==> src/rtl/i2s_tx_pkg.sv <==
// Shared types and constants for the I2S transmitter: FSM state, slot/word sizes,
// midscale offset and the slot-bit selection helper.
package i2s_tx_pkg;

    typedef enum logic [1:0] {
        IDLE,
        RUN,
        DRAIN
    } state_t;

    localparam int unsigned SLOT_BITS = 32;
    localparam int unsigned DATA_BITS = 24;
    localparam logic [19:0] MIDSCALE  = 20'h80000;

    // Slot position 0 is a one-bit I2S delay, 1..24 carry the word MSB first, the rest pad with 0.
    function automatic logic slot_bit(input logic [DATA_BITS-1:0] word, input logic [4:0] idx);
        logic [4:0] pos;
        if (idx == 5'd0 || idx > 5'(DATA_BITS)) begin
            return 1'b0;
        end
        pos = 5'(DATA_BITS) - idx;
        return word[pos];
    endfunction

endpackage

==> src/rtl/i2s_clk_gen.sv <==
// Bit-clock generator: divides clk by 2*CLK_DIV while run is high and flags the
// clk cycle whose edge produces a bclk falling edge.
module i2s_clk_gen #(
    parameter int unsigned CLK_DIV = 4
) (
    input  logic clk,
    input  logic rst_n,
    input  logic run,
    output logic bclk,
    output logic bit_adv
);

    localparam logic [7:0] DIV_LAST = 8'(CLK_DIV - 1);

    logic [7:0] div;
    logic       wrap;

    assign wrap    = run && (div == DIV_LAST);
    assign bit_adv = wrap && bclk;

    always_ff @(posedge clk or negedge rst_n) begin
        if (!rst_n) begin
            div  <= '0;
            bclk <= 1'b0;
        end else if (!run) begin
            div  <= '0;
            bclk <= 1'b0;
        end else if (wrap) begin
            div  <= '0;
            bclk <= ~bclk;
        end else begin
            div <= div + 8'd1;
        end
    end

endmodule

==> src/rtl/i2s_tx.sv <==
// I2S transmitter for a 20-bit unsigned mixed voice sum, 24-bit mono word in both slots.
// Optional mute input compiled in with `define I2S_TX_MUTE_EN.
module i2s_tx
    import i2s_tx_pkg::*;
#(
    parameter int unsigned CLK_DIV = 4
) (
    input  logic        clk,
    input  logic        rst_n,
    input  logic        enable,
    input  logic [19:0] mixed_signal,
`ifdef I2S_TX_MUTE_EN
    input  logic        mute,
`endif
    output logic        bclk,
    output logic        lrclk,
    output logic        sdata,
    output logic        sample_strobe,
    output logic        busy
);

    localparam int unsigned CNT_W = $clog2(2 * SLOT_BITS);

    state_t                 state;
    logic [CNT_W-1:0]       bit_cnt;
    logic [CNT_W-1:0]       next_cnt;
    logic [DATA_BITS-1:0]   word;
    logic [DATA_BITS-1:0]   fresh;
    logic [19:0]            pcm;
    logic                   run;
    logic                   bit_adv;
    logic                   frame_end;

    always_comb begin
        pcm   = mixed_signal - MIDSCALE;
        fresh = {pcm, 4'b0000};
`ifdef I2S_TX_MUTE_EN
        if (mute) begin
            fresh = '0;
        end
`endif
    end

    assign run       = (state != IDLE);
    assign busy      = run;
    assign lrclk     = bit_cnt[CNT_W-1];
    assign next_cnt  = bit_cnt + CNT_W'(1);
    assign frame_end = bit_adv && (bit_cnt == '1);

    i2s_clk_gen #(.CLK_DIV(CLK_DIV)) u_clk_gen (
        .clk     (clk),
        .rst_n   (rst_n),
        .run     (run),
        .bclk    (bclk),
        .bit_adv (bit_adv)
    );

    always_ff @(posedge clk or negedge rst_n) begin
        if (!rst_n) begin
            state         <= IDLE;
            bit_cnt       <= '0;
            word          <= '0;
            sdata         <= 1'b0;
            sample_strobe <= 1'b0;
        end else begin
            sample_strobe <= 1'b0;
            case (state)
                IDLE: begin
                    if (enable) begin
                        state         <= RUN;
                        word          <= fresh;
                        sample_strobe <= 1'b1;
                    end
                end
                RUN, DRAIN: begin
                    // A draining frame ends at the 63->0 wrap; otherwise the wrap recaptures.
                    if (frame_end && state == DRAIN && !enable) begin
                        state   <= IDLE;
                        bit_cnt <= '0;
                        sdata   <= 1'b0;
                    end else begin
                        state <= enable ? RUN : DRAIN;
                        if (bit_adv) begin
                            bit_cnt <= next_cnt;
                            sdata   <= slot_bit(word, next_cnt[4:0]);
                        end
                        if (frame_end) begin
                            word          <= fresh;
                            sample_strobe <= 1'b1;
                        end
                    end
                end
                default: state <= IDLE;
            endcase
        end
    end

endmodule

==> config.mk <==
export PLATFORM = sky130hd
export DESIGN_NAME = i2s_tx
export DESIGN_NICKNAME = d
export VERILOG_FILES = /design/src/rtl/i2s_tx_pkg.sv /design/src/rtl/i2s_clk_gen.sv /design/src/rtl/i2s_tx.sv
export SDC_FILE = /design/constraint.sdc
export NUM_CORES = 1
export LEC_CHECK = 0
export BUFFER_PORTS_ARGS = -buffer_cell sky130_fd_sc_hd__buf_2
export CAP_MARGIN = 20
export CORE_MARGIN = 4
export CORE_UTILIZATION = 56
export DETAILED_ROUTE_END_ITERATION = 16
export PLACE_DENSITY_LB_ADDON = 0.3
export REMOVE_ABC_BUFFERS = 1
export SLEW_MARGIN = 20
export SYNTH_ARGS = -nofsm -noshare
export SYNTH_HDL_FRONTEND = slang
export SYNTH_SLANG_ARGS = --single-unit
==> constraint.sdc <==
create_clock -name clk -period 6.7 [get_ports clk]
set_clock_uncertainty 0.1 [all_clocks]
set_input_delay 0 -clock clk [delete_from_list [all_inputs] [get_ports clk]]
set_output_delay 0 -clock clk [all_outputs]
set_load 0.005 [all_outputs]
## Word level (Yosys, flattened, before mapping)

Cells that the tools add are included.

- $add $sub $neg: 4
- Magnitude comparators: 2
- Equal/unequal tests: 8
- Multiplexer cells: 28
- Bitwise operators: 1
- Reductions and logical operators: 15

Operator list:

| operator | number |
|---|---|
| two-way mux 24 bit | 3 |
| case mux 24 bit (2 select lines) | 1 |
| subtractor 20 bit (second input constant) | 1 |
| two-way mux 8 bit | 2 |
| two-way mux 1 bit | 14 |
| two-way mux 6 bit | 2 |
| adder 8 x 1 -> 8 bit (second input constant) | 1 |
| == test 8 x 2 -> 1 bit (second input constant) | 1 |
| != test 2 bit (second input constant) | 4 |
| adder 6 x 1 -> 6 bit (second input constant) | 1 |
| == test 6 bit (second input constant) | 1 |
| less-than comparator 5 x 6 -> 1 bit (second input constant) | 1 |
| two-way mux 2 bit | 3 |
| nonzero test 2 bit | 3 |
| binary-select mux 1 bit (select 5 bit) | 1 |
| greater-than comparator 5 bit (second input constant) | 1 |
| logical AND 1 bit | 5 |
| zero test 5 bit | 1 |
| subtractor 5 bit (first input constant) | 1 |
| case mux 2 bit (2 select lines) | 1 |
| AND reduction 4 bit | 1 |
| == test 2 x 1 -> 1 bit (second input constant) | 1 |
| == test 2 bit (second input constant) | 1 |
| zero test 2 bit | 1 |
| 6 further kinds | 6 |

- Register bits: 43
- Logic and storage cells: 65

## Longest topological paths before layout

- Depth after elaboration: 11
- Mapped depth: 10
- Gate-level depth less buffers: 8

## Cells and area by module

A second synthesis with hierarchy kept.

- Cells, all modules: 186
- Area, all modules: 2113.3 um2

By module, submodules not included:

| module | times used | cells each | area each (um2) |
|---|---|---|---|
| i2s_tx | 1 | 142 | 1682.9 |
| i2s_clk_gen | 1 | 44 | 430.4 |

## Worst setup path after synthesis

Ideal clock, no wire load.

- Path type: reg2reg
- From: register state[0]
- To: register word[10]
- Arrival time: 1.905 ns
- Required time: 6.475 ns
- Setup slack: 4.570 ns
- Cell stages (with the launch flop): 10
- Buffers on the path: 2
- Cells stage by stage: dfrtp_1 -> inv_1 -> ha_1 -> buf_4 -> and3b_1 -> nand4_2 -> o22ai_1 -> a22o_4 -> buf_12 -> mux2_4

- Cells in the longest elaborated chain, start to end: 8

RTL lines:

| item | line | text |
|---|---|---|
| from (decl) | i2s_tx.sv:24 | `state_t state;` |
| from (signal assigned) | i2s_tx.sv:82 | `state <= enable ? RUN : DRAIN;` |
| nonzero test 2 bit | i2s_tx.sv:44 | `assign run = (state != IDLE);` |
| logical AND 1 bit | i2s_clk_gen.sv:18 | `assign wrap = run && (div == DIV_LAST);` |
| logical AND 1 bit | i2s_clk_gen.sv:19 | `assign bit_adv = wrap && bclk;` |
| logical AND 1 bit | i2s_tx.sv:48 | `assign frame_end = bit_adv && (bit_cnt == '1);` |
| logical AND 1 bit (2 in a row) | i2s_tx.sv:77 | `if (frame_end && state == DRAIN && !enable) begin` |
| != test 2 bit (no line) | n/a |  |
| AND reduction 4 bit (no line) | n/a |  |
| to (signal assigned) | i2s_tx.sv:71 | `word <= fresh;` |
| to (signal assigned) | i2s_tx.sv:88 | `word <= fresh;` |
| to (decl) | i2s_tx.sv:27 | `logic [DATA_BITS-1:0] word;` |

Several ways; a longest one is shown, not always the timed one.
A chain may end at the register's enable or synchronous reset.

## Worst setup path in the final report

- From: register bit_cnt[0]
- To: register word[4]

- Cells in the longest elaborated chain, start to end: 6

RTL lines:

| item | line | text |
|---|---|---|
| from (decl) | i2s_tx.sv:25 | `logic [CNT_W-1:0] bit_cnt;` |
| from (signal assigned) | i2s_tx.sv:84 | `bit_cnt <= next_cnt;` |
| == test 6 bit (*) | i2s_tx.sv:48 |  |
| logical AND 1 bit (*) | i2s_tx.sv:48 |  |
| logical AND 1 bit (2 in a row) | i2s_tx.sv:77 |  |
| != test 2 bit (no line) | n/a |  |
| AND reduction 4 bit (no line) (*) | n/a |  |

Mark *: on every way between the ends. The rest lies on a longest branch, timed or not.

==> out/metrics.yaml <==
drt:
  drt-initial-drc-count: 105
  post_drt_via_cell_ratio: 5.53
  dr.pass1.iters: 4
  wirelength_um: 4350
  ant_nets: 0
  wl_per_cell_um: 15.7
  vias: 1527
  drc: 0
die:
  core_sq_mm: 0.00369
  io_pins: 28
  initial_core_util_pct: 58.2
  die-area_sq_mm: 0.00489
  die_w_um: 69.9
  dieHeight_um: 69.9
  rows: 22
global_routing:
  grt_pass1_vias: 1631
  grt_usage_pct: 19.7
  grt_pass1_wl_um: 7580
  antenna_found_initial: 0
  grt_overflow: 0
  grt_max_degree: 40
clock_network:
  post_cts_buffers: 0
  cts_tree: "done"
  cts_buffers: 5
  cts_buffer_depth: 2
  cts.sinks: 39
  hold_buffers: 22
  cts-resized-gates: 0
  htree_levels: 2
  insertion_delay_ps: 290
  clkTransAtPathRegs_ps: 70
  root_buffer: "clkbuf_8"
flow_run:
  drv_cap: 0
pwr:
  power_per_cell_area_mw_per_mm2: 399
  p_leak_nw: 1.15
  p_total_mw: 1.03
  ir_drop_v: 0.000233
worst_setup_path:
  end_kind: "register"
  cp.arrival_ps: 2790
  path_cells: "ha_1, nand2_1, or2_1, o22ai_1, a22o_4, mux2_2"
  setup.worst_path.class: "register to register"
  critical_path_buf_inv_count: 0
  crit_fanout: 21
  slowest_delay_ps: 710
  cp.required_ps: 6780
  cp_top_family: "flip-flops"
  critPathLaunchType: "register"
  slowest_stage: "dfrtp_1"
sta:
  slew_violations: 0
  hold_viol_final: 0
  max-slew-margin-rel_pct: 42.2
  worstMarginPinSlew_ps: 867
  rsz0062_at_grt: "false"
  setup-tns-final_ps: 0
  whs_ps: 259
  clock.fmax_mhz: 369
  period_minus_slack_ps: 2710
  setup_viol: 0
  fin_crit_sh_pct: 40.4
synth:
  synthDistinctLibCells: 40
  yosysWarnings: 0
  ys_seq_elements: 39
  yosysSeqAreaShare_pct: 45.5
  syn_area_sq_mm: 0.00215
  synthCells: 182
  synth.avg_cell_area_sq_um: 11.8
place:
  port_buffers: 27
  dp_hpwl_um: 2900
  gp_congestion: 0.968
  place_area_sq_mm: 0.00225
worst_hold_path:
  min_path_type: "input pin to async pin"
cells_and_area:
  fin_area_sq_mm: 0.00257
  area_delta_synth_final_pct: 19.8
  nets: 255
  fin_util_pct: 69.7
  antenna_cells: 0
  drive_gt1_share_pct: 28.9
outcome:
  outcome: "finished, final reports clean"
-- worst reg2reg max path, delay by kind of cell (launching register included) --
family,cells,cell delay (ps)
AND/OR/NAND/NOR,2,460
multiplexers,1,400
AO/OA/AOI/OAI,2,540
adder cells (fa/ha/maj),1,390
flip-flops,1,710
-- logic make-up after synthesis --
family / share of synthesized area, %
mux: 19.8
xor+xnor: 4.90
flops: 45.5
simple gates: 15.2
fa+ha+maj: 2.92
buf+inv: 4.90
compound gates: 6.88
-- cells in the final DEF (no fill, tap or decap), types with 5 or more instances in the layout --
cell type and count:
o31ai_1 5, mux4_2 5, dfrtp_1 39, nand2_1 12, dlygate4sd3_1 22, clkbuf_8 7, nor2_1 22, buf_2 27
nand3_1 7, ha_1 5, xnor2_1 9, mux2_4 18, o21ai_0 7
-- sequential cells by signal, indices dropped and copies added (netlist names) --
name            cells
bit_cnt             6
sample_strobe       1
sdata               1
state               2
u_clk_gen.bclk      1
u_clk_gen.div       8
word               20
-- through the flow --
stage               worst slack, ps  std cells
global route                   3790        276
detailed placement             4030        246
floorplan                      4310        171
CTS                            4000        276
global placement               4120        246
finish                         3990        276
-- routing by layer --
metal | routed length (um) | track usage [%] | vias up
li1 | - | - | 724
met1 | 1750 | 23.0 | 756
met2 | 2340 | 34.5 | 41
met3 | 190 | 5.32 | 6
met4 | 68 | 7.02 | 0
met5 | 0 | 0 | -
-- final timing paths --
path                                  startpoint               end  slack, ps  cells past startpoint
worst max-delay path                  bit_cnt[0]           word[4]       3990                      6
worst min-delay path                       rst_n          word[11]        260                      2
min in group clk                mixed_signal[19]          word[23]        310                      3
max in group asynchronous                  rst_n           word[7]       5690                      2
worst max register to register        bit_cnt[0]           word[4]       3990                      6
worst min register to register  u_clk_gen.div[0]  u_clk_gen.div[0]        380                      1
-- cell type report --
class	instances	area, sq um
Clock buffer	8	100
Tap cell	48	60.1
Inverter	4	15.0
Fill cell	272	1120
Sequential cell	39	976
Multi-Input combinational cell	128	1060
Timing Repair Buffer	49	355
-- where the power goes --
group          internal, mW  switching [mW]
Clock                0.0939          0.0796
Sequential            0.323          0.0713
Combinational         0.263           0.196
-- synth_stat cells --
cell type,count,area share [%]
nor4_4,1,0.99
a22o_4,1,0.82
o21ai_1,1,0.23
a22oi_1,1,0.35
buf_4,3,1.0
nor3_1,2,0.47
and3_1,3,0.87
nor2b_1,2,0.58
and3b_1,1,0.41
xor2_1,3,1.2
o21ai_2,1,0.41
o22ai_1,1,0.29
mux4_2,5,5.2
mux2_2,1,0.52
nand4b_1,1,0.41
or2_1,1,0.29
buf_2,4,0.93
xnor2_1,9,3.7
nor2b_2,1,0.41
ha_1,5,2.9
nand2b_1,2,0.58
mux2i_1,3,1.4
o31ai_1,5,1.7
o21ai_0,7,1.6
mux2_4,18,13
buf_12,2,1.9
inv_1,4,0.70
nor4b_1,1,0.41
and3_2,2,0.70
clkbuf_1,2,0.35
dfrtp_1,39,45
nand3_1,7,1.6
a221o_1,1,0.47
nand4_2,1,0.58
nand4_1,1,0.29
nand2_1,12,2.1
or3_1,1,0.29
nor2_1,22,3.8
nor2_2,1,0.29
a21oi_1,4,0.93
No activity file was read; power rests on OpenSTA's default activity.
